--- config.mk ---
export PLATFORM = sky130hd
export DESIGN_NAME = fir_sym_mac_flat
export DESIGN_NICKNAME = d
export VERILOG_FILES = /design/src/rtl/fir_sym_mac_if.sv /design/src/rtl/fir_sym_mac.sv /design/src/flat_wrapper.sv
export SDC_FILE = /design/constraint.sdc
export NUM_CORES = 1
export LEC_CHECK = 0
export BUFFER_PORTS_ARGS = -buffer_cell sky130_fd_sc_hd__buf_2
export CAP_MARGIN = 10
export CORE_MARGIN = 1
export CORE_UTILIZATION = 35
export DETAILED_ROUTE_END_ITERATION = 7
export SYNTH_ARGS = -nofsm -noshare
export SYNTH_HDL_FRONTEND = slang
export SYNTH_SLANG_ARGS = --single-unit
--- constraint.sdc ---
create_clock -name iClk_12M -period 17.7 [get_ports iClk_12M]
set_clock_uncertainty 0.05 [all_clocks]
set_input_delay 2.655 -clock iClk_12M [delete_from_list [all_inputs] [get_ports iClk_12M]]
set_output_delay 2.655 -clock iClk_12M [all_outputs]
set_load 0.01 [all_outputs]
--- src/rtl/fir_sym_mac_if.sv ---
// fir_sym_mac_if: sample strobe, tap bus, coefficient write port and result signals
// of the symmetric FIR multiply-accumulate block.
interface fir_sym_mac_if #(
   parameter int COEF_W = 16,
   parameter int OUT_W  = 16
);
   logic                     iEnSample_600k;
   logic                     iEnMac;
   logic [98:0]              iTaps;
   logic                     iCoeffWr;
   logic [4:0]               iCoeffAddr;
   logic signed [COEF_W-1:0] iCoeffData;
   logic signed [OUT_W-1:0]  oFirOut;
   logic                     oValid;
   logic                     oBusy;
   logic                     oOverrun;
   modport master (
      output iEnSample_600k, iEnMac, iTaps, iCoeffWr, iCoeffAddr, iCoeffData,
      input  oFirOut, oValid, oBusy, oOverrun
   );
   modport slave (
      input  iEnSample_600k, iEnMac, iTaps, iCoeffWr, iCoeffAddr, iCoeffData,
      output oFirOut, oValid, oBusy, oOverrun
   );
endinterface

--- src/rtl/fir_sym_mac.sv ---
// fir_sym_mac: folds the 33 symmetric taps into 17 pre-adds and runs one MAC per clock,
// producing one rounded, saturated sample per 600 kHz strobe.
module fir_sym_mac #(
   parameter int COEF_W = 16,
   parameter int ACC_W  = 25,
   parameter int OUT_W  = 16,
   parameter int SHIFT  = 9
) (
   input logic          iClk_12M,
   input logic          iRst,
   fir_sym_mac_if.slave bus
);
   typedef enum logic [1:0] {IDLE, MAC, OUT} state_t;
   localparam logic signed [ACC_W:0] HALF = ((ACC_W+1)'(1) << SHIFT) >> 1;
   localparam logic signed [ACC_W:0] MAX  = (ACC_W+1)'((1 << (OUT_W-1)) - 1);
   localparam logic signed [ACC_W:0] MIN  = ~MAX;
   state_t                   state, state_nxt;
   logic                     r_start;
   logic                     strobe;
   logic [4:0]               idx;
   logic [98:0]              snap;
   logic signed [ACC_W-1:0]  acc;
   logic signed [COEF_W-1:0] coef [17];
   logic signed [OUT_W-1:0]  fir_out;
   logic                     valid;
   logic                     overrun;
   logic [6:0]               lo_a, lo_b;
   logic signed [2:0]        tap_a, tap_b;
   logic signed [3:0]        pre;
   logic signed [COEF_W+3:0] prod;
   logic signed [ACC_W:0]    rnd;
   logic signed [OUT_W-1:0]  sat;

   assign strobe = bus.iEnSample_600k && bus.iEnMac;
   // term idx pairs tap idx+1 with its mirror tap 33-idx; the centre tap 17 stands alone
   assign lo_a  = 7'(3 * idx);
   assign lo_b  = 7'(96 - 3 * idx);
   assign tap_a = snap[lo_a +: 3];
   assign tap_b = snap[lo_b +: 3];
   assign pre   = 4'(tap_a) + (idx == 5'd16 ? 4'sd0 : 4'(tap_b));
   assign prod  = pre * coef[idx];
   assign rnd   = ($signed({acc[ACC_W-1], acc}) + HALF) >>> SHIFT;
   assign sat   = rnd > MAX ? OUT_W'(MAX) : rnd < MIN ? OUT_W'(MIN) : OUT_W'(rnd);

   always_ff @(posedge iClk_12M) state <= iRst ? IDLE : state_nxt;

   always_comb begin
      state_nxt = IDLE;
      state_nxt = state == IDLE ? (r_start ? MAC : IDLE) :
                  state == MAC  ? (idx == 5'd16 ? OUT : MAC) : IDLE;
   end

   always_ff @(posedge iClk_12M) begin
      if (iRst) begin
         r_start <= 1'b0;
         idx     <= '0;
         snap    <= '0;
         acc     <= '0;
         fir_out <= '0;
         valid   <= 1'b0;
         overrun <= 1'b0;
         for (int i = 0; i < 17; i++) coef[i] <= '0;
      end else begin
         r_start <= strobe && state == IDLE && !r_start;
         overrun <= overrun || (strobe && (state != IDLE || r_start));
         valid   <= state == OUT;
         if (state == IDLE && r_start) begin
            snap <= bus.iTaps;
            acc  <= '0;
            idx  <= '0;
         end
         if (state == MAC) begin
            acc <= acc + ACC_W'(prod);
            idx <= idx == 5'd16 ? idx : idx + 5'd1;
         end
         if (state == OUT) fir_out <= sat;
         if (bus.iCoeffWr && state == IDLE && !r_start && bus.iCoeffAddr <= 5'd16)
            coef[bus.iCoeffAddr] <= bus.iCoeffData;
      end
   end

   assign bus.oFirOut  = fir_out;
   assign bus.oValid   = valid;
   assign bus.oBusy    = state != IDLE;
   assign bus.oOverrun = overrun;
endmodule

--- src/flat_wrapper.sv ---
// flat-port wrapper written by rule: the top's interface ports become plain ports
module fir_sym_mac_flat 
#(
   parameter int COEF_W = 16,
   parameter int ACC_W  = 25,
   parameter int OUT_W  = 16,
   parameter int SHIFT  = 9
)
  (iClk_12M, iRst, bus_iEnSample_600k, bus_iEnMac, bus_iTaps, bus_iCoeffWr, bus_iCoeffAddr, bus_iCoeffData, bus_oFirOut, bus_oValid, bus_oBusy, bus_oOverrun);
  fir_sym_mac_if #(.COEF_W(COEF_W), .OUT_W(OUT_W)) bus_i ();
  input logic iClk_12M;
  input logic iRst;
  input wire logic [$bits(bus_i.iEnSample_600k)-1:0] bus_iEnSample_600k;
  input wire logic [$bits(bus_i.iEnMac)-1:0] bus_iEnMac;
  input wire logic [$bits(bus_i.iTaps)-1:0] bus_iTaps;
  input wire logic [$bits(bus_i.iCoeffWr)-1:0] bus_iCoeffWr;
  input wire logic [$bits(bus_i.iCoeffAddr)-1:0] bus_iCoeffAddr;
  input wire logic [$bits(bus_i.iCoeffData)-1:0] bus_iCoeffData;
  output wire logic [$bits(bus_i.oFirOut)-1:0] bus_oFirOut;
  output wire logic [$bits(bus_i.oValid)-1:0] bus_oValid;
  output wire logic [$bits(bus_i.oBusy)-1:0] bus_oBusy;
  output wire logic [$bits(bus_i.oOverrun)-1:0] bus_oOverrun;
  assign bus_i.iEnSample_600k = bus_iEnSample_600k;
  assign bus_i.iEnMac = bus_iEnMac;
  assign bus_i.iTaps = bus_iTaps;
  assign bus_i.iCoeffWr = bus_iCoeffWr;
  assign bus_i.iCoeffAddr = bus_iCoeffAddr;
  assign bus_i.iCoeffData = bus_iCoeffData;
  assign bus_oFirOut = bus_i.oFirOut;
  assign bus_oValid = bus_i.oValid;
  assign bus_oBusy = bus_i.oBusy;
  assign bus_oOverrun = bus_i.oOverrun;
  fir_sym_mac #(.COEF_W(COEF_W), .ACC_W(ACC_W), .OUT_W(OUT_W), .SHIFT(SHIFT)) u_core (.iClk_12M(iClk_12M), .iRst(iRst), .bus(bus_i));
endmodule
# Yosys cells after proc, flatten, opt, wreduce, memory -nomap -nowiden
# Memory sizes are Yosys's and may differ from the RTL's. A register that Yosys moved wholly into a read port is not among the register bits.
# Cells that the tools add are included.
classes:
  div_mod_pow: 0
  add_sub_neg: 5
  magnitude_cmp: 3
  multipliers: 2
  shift: 2
  n_mux: 22
  n_bitwise: 0
  eq_ne: 4
  reduce_logical: 16
ops:
  columns: ["cell", "n"]
  rows:
  - ["indexed part select 99 x 8 -> 3 bit", 2]
  - ["two-way mux 25 bit", 2]
  - ["two-way mux 16 bit", 3]
  - ["two-way mux 5 bit", 6]
  - ["adder 25 x 10 -> 26 bit, second input constant", 1]
  - ["adder 25 x 20 -> 25 bit", 1]
  - ["multiplier 4 x 16 -> 20 bit", 1]
  - ["greater-than comparator 17 x 16 -> 1 bit, second input constant", 1]
  - ["< comparator 17 x 16 -> 1 bit, second input constant", 1]
  - ["OR reduction 16 bit", 1]
  - ["logical AND 1 bit", 8]
  - ["multiplier 2 x 5 -> 7 bit, first input constant", 1]
  - ["two-way mux 1 bit", 7]
  - ["subtractor 7 bit, first input constant", 1]
  - ["two-way mux 2 bit", 3]
  - ["adder 5 x 1 -> 5 bit, second input constant", 1]
  - ["equality test 5 bit, second input constant", 1]
  - ["less-or-equal comparator 5 bit, second input constant", 1]
  - ["adder 3 x 4 -> 4 bit", 1]
  - ["two-way mux 4 bit", 1]
  - ["nonzero test 2 bit", 2]
  - ["equality test 2 x 1 -> 1 bit, second input constant", 1]
  - ["equality test 2 bit, second input constant", 1]
  - ["logical NOT 2 bit", 1]
  - ["other kinds (4)", 5]
word_totals:
  memories: 1
  inputBits: 125
  ramBits: 272
  out_inout_bits: 19
  rom_bits: 0
  register_bits: 150
  latchBits: 0
  word_cells: 63
mem_list:
  columns: ["name", "depth", "width", "read_ports", "rd_ports_with_merged_regs", "write_ports", "line", "text"]
  rows:
  - ["u_core.coef", 17, 16, 1, 1, 17, "fir_sym_mac.sv:23", "logic signed [COEF_W-1:0] coef [17];"]

# Logic depth before layout (Yosys ltp)
depth:
  word_depth: 9
  mapped_depth: 39
  depth_no_buf: 31

# Worst setup path after synthesis
# OpenSTA, ideal clock, no wires.
synth_timing:
  kind: "reg2reg"
  startpoint: "register u_core.idx[2]"
  endpoint: "register u_core.acc[19]"
  t_required_ns: 17.533
  slack_ns: 9.826
  period_less_slack_ns: 7.874
  arrival_ns: 7.707
  setup_time_ns: 0.117
  path_stages_with_launch: 31
  path_buffers: 3
  cell_sequence: "dfxtp_1 buf_4 buf_6 inv_2 ha_1 ha_1 xor2_4 mux4_2 mux2_2 nor2_1 a31oi_1 nor2b_1 nor3_1 ha_1 a2111oi_0 a21oi_1 clkbuf_1 nand2b_1 fa_1 fa_1 fa_1 inv_1 ha_1 a21o_1 a21o_1 a21oi_1 o221ai_1 a311o_1 a311oi_2 xnor2_1 a22o_1"
synth_via:
  elab_chain_len: 8
  word_cells_on_any_way: 10
  classes_between: "add/sub: 3; mul: 2; eq/ne: 1; shift: 2; mux: 2"
synth_lines:
  columns: ["element", "line", "text"]
  rows:
  - ["from (decl)", "fir_sym_mac.sv:20", "logic [4:0] idx;"]
  - ["from (signal assigned)", "fir_sym_mac.sv:74", "idx <= idx == 5'd16 ? idx : idx + 5'd1;"]
  - ["multiplier 2 x 5 -> 7 bit", "fir_sym_mac.sv:36, fir_sym_mac.sv:37", null]
  - ["subtractor 7 bit", "fir_sym_mac.sv:37", "assign lo_b = 7'(96 - 3 * idx);"]
  - ["indexed part select 99 x 8 -> 3 bit", "fir_sym_mac.sv:39", "assign tap_b = snap[lo_b +: 3];"]
  - ["two-way mux 4 bit", "fir_sym_mac.sv:40", "assign pre = 4'(tap_a) + (idx == 5'd16 ? 4'sd0 : 4'(tap_b));"]
  - ["adder 3 x 4 -> 4 bit (*)", "fir_sym_mac.sv:40", null]
  - ["multiplier 4 x 16 -> 20 bit (*)", "fir_sym_mac.sv:41", "assign prod = pre * coef[idx];"]
  - ["adder 25 x 20 -> 25 bit (*)", "fir_sym_mac.sv:73", "acc <= acc + ACC_W'(prod);"]
  - ["two-way mux 25 bit (*)", "fir_sym_mac.sv:72", "if (state == MAC) begin"]
  - ["to (signal assigned)", "fir_sym_mac.sv:73", null]
  - ["to (decl)", "fir_sym_mac.sv:22", "logic signed [ACC_W-1:0] acc;"]
# Every way passes the cells marked *; elsewhere a longest branch is shown, timed or not.
# A chain may end at the register's enable or synchronous reset.

# Final worst setup path
layout_timing:
  startpoint: "register u_core.idx[1]"
  endpoint: "register u_core.acc[19]"
# The elaborated chain is that of the path after synthesis.

==> results_dict.tcl <==
set metrics [dict create \
    status "completed" \
    std_cell_rows 114 \
    grt_pass1_wl_um 128400 \
    dieArea_sq_um 98900 \
    grt_use_met2_pct 28.91 \
    max_stage_delay_ns 0.93 \
    drv_slew 0 \
    ys.warnings.count 0 \
    power_density_nw_per_um2 91.34 \
    via_per_inst 5.015 \
    synthArstFlopShare_pct 0 \
    setup_violations 0 \
    die_h_um 314.5 \
    synth_area_leaders "edfxtp_1, mux4_2, dfxtp_1" \
    yosysTopAreaCell "edfxtp_1" \
    vias 21070 \
    design.core.area_sq_um 96710 \
    drive_gt1_share_pct 19.12 \
    dr.first_iter.drc_count 1682 \
    synth_top_area_share_pct 44.99 \
    crit_fanout 53 \
    route.detailed.drc 0 \
    leakage_nw 14.20 \
    grt_use_met3_pct 2.945 \
    io_buffers 143 \
    cts.reportedPaths.clkPinSlew_ns 0.06 \
    grt_max_degree 105 \
    worstSetupEndpointType "flop" \
    start_util_pct 35.34 \
    grt_usage_pct 17.03 \
    num_io_pins 144 \
    setup_tns_ns 0 \
    worstPathRequired_ns 18.18 \
    layout_min_cycle_time_ns 9.503 \
    vdd_drop_max_uv 81.41 \
    seq_area_frac_synth_pct 54.07 \
    syn_inst 2539 \
    busiest_layer "met2" \
    synth_edf_count 512 \
    antenna_found_initial 12 \
    critPathKind "reg -> reg" \
    dpl.hpwl_um 53660 \
    cts_hold_buffers 0 \
    critPathMostFrequentCell "fa_1" \
    startpoint_type "flop" \
    ys_types 72 \
    ys.flop_type "edfxtp_1" \
    postCtsSetupBuffers 0 \
    worst_pin_slew_ns 1.091 \
    finalNetCount 3122 \
    grt_pass1_vias 21440 \
    finalHoldViolCount 0 \
    netlist_area_sq_um 34180 \
    timing.final.ws_setup_ns 8.197 \
    rsz0062_at_grt "no" \
    dr.pass1.iters 5 \
    clk_latency_ns 0.65 \
    synth_area_per_cell_sq_um 13.46 \
    cts_sinks 667 \
    routedWlPerCell_um 19.83 \
    synth_common_cells "edfxtp_1, and2_1, nand2_1" \
    ys_ff_latch 667 \
    clockBufferDepth 3 \
    routed_wirelength_um 83290 \
    fin_crit_sh_pct 53.69 \
    tritoncts "yes" \
    root_buffer "clkbuf_16" \
    worstHoldPathType "reg -> reg" \
    grt-ovfl-total 0 \
    place_ws_ns 8.185 \
    met1_usage_pct 22.31 \
    cap_violations 0 \
    cpMaxStageDelayCell "dfxtp_1" \
    cts_buffers 74 \
    maxSlewHeadroom_pct 27.16 \
    antenna_left 0 \
    die_w_um 314.5 \
    crit_arrival_ns 9.98 \
    cts_resized 0 \
    place_congestion 0.8499 \
    synthMostInstantiatedCell "edfxtp_1" \
    htreeDepth 3 \
    area_growth_pct 14.88 \
    timing.fmax_mhz 105.2 \
]
-- state kept, by name (all words and copies together) (netlist names), named ones only --
name / cells
u_core.state: 2
u_core.bus.oFirOut: 16
u_core.snap: 99
u_core.bus.oValid: 1
u_core.coef: 512
u_core.r_start: 1
u_core.idx: 5
u_core.acc: 25
u_core.bus.oOverrun: 1
-- stage by stage --
| step | utilization, % | total power (W) | hold WS (ns) | std cells | cell area, sq um |
|---|---|---|---|---|---|
| final | 40.60 | 0.003586 | 0.4111 | 4200 | 39260 |
| after global routing | 40.60 | 0.003726 | 0.4347 | 4200 | 39260 |
| after floorplan | - | 0.002039 | 0.3918 | 2778 | 35070 |
| after detailed placement | 38.19 | 0.002140 | 0.4038 | 4069 | 36930 |
| after CTS | 40.59 | 0.003632 | 0.4127 | 4199 | 39260 |
| after global placement | 38.19 | 0.002134 | 0.3968 | 4069 | 36930 |
-- worst paths after layout --
path,cells after the start,end,from,slack [ns]
max,28,u_core.acc[19]$_SDFFE_PP0P_,u_core.idx[1]$_SDFFE_PP0P_,8.20
min,2,u_core.bus.oFirOut[14]$_SDFFE_PP0P_,u_core.bus.oFirOut[14]$_SDFFE_PP0P_,0.41
max reg2reg,28,u_core.acc[19]$_SDFFE_PP0P_,u_core.idx[1]$_SDFFE_PP0P_,8.20
min reg2reg,2,u_core.bus.oFirOut[14]$_SDFFE_PP0P_,u_core.bus.oFirOut[14]$_SDFFE_PP0P_,0.41
-- per-layer routing --
layer	share of wire, %	vias up	wire length, um
met5	0.037	-	31
met1	43	10650	35950
li1	-	9725	-
met4	2.3	6	1903
met2	49	560	41080
met3	5.2	129	4328
-- logic make-up after synthesis --
logic type | synth area share (%)
AND/OR/NAND/NOR | 11.66
flip-flops | 54.07
multiplexers | 17.99
buffers and inverters | 3.910
AO/OA/AOI/OAI | 5.085
adder cells (fa/ha/maj) | 6.048
XOR/XNOR | 1.230
other | 0.01097
-- report_power, final --
| part | switching, W | internal (W) |
|---|---|---|
| clock | 0.000652 | 0.000829 |
| combinational | 0.000177 | 0.000130 |
| sequential | 0.0000347 | 0.00176 |
-- layout make-up --
| class | count | area [sq um] |
|---|---|---|
| Sequential cell | 667 | 18490 |
| Clock buffer | 87 | 1953 |
| Fill cell | 9152 | 57450 |
| Antenna cell | 1 | 2.502 |
| Timing Repair Buffer | 177 | 985.9 |
| Clock inverter | 43 | 374.1 |
| Tap cell | 1276 | 1597 |
| Inverter | 145 | 544.3 |
| Multi-Input combinational cell | 1804 | 15310 |
-- cell usage in the layout (no fill, tap or decap), types with 11 or more instances in the layout --
cell type  Yosys  final
buf_2         27    142
a211oi_1      20     20
edfxtp_1     512    512
nand2_1      259    258
xnor2_1       27     27
o211ai_1      11     11
inv_1        143    143
nand3_1       31     31
dfxtp_1      155    149
clkbuf_16      0     76
a21oi_1      157    157
buf_4         11     34
fa_1          62     62
nor2b_1       36     36
nand2b_1      11     11
mux4_2       225    225
conb_1         1    240
and2_1       276    275
mux2i_1       76     76
nor2_1        98     90
xor2_1        11     11
clkinv_2       0     14
nor3_1        15     15
a221oi_1      11     11
ha_1          66     65
or2_2         17     17
clkinv_1       1     14
o21ai_0       29     29
-- critical path: cells and delay by family (launching register included) --
kind,cells,cell delay [ns]
flops,1,0.93
simple gates,4,0.56
buf+inv,4,1.28
compound gates,10,2.30
mux,3,1.40
fa+ha+maj,6,2.73
xor+xnor,1,0.09
Note: power is estimated with default switching activity, not from simulation.
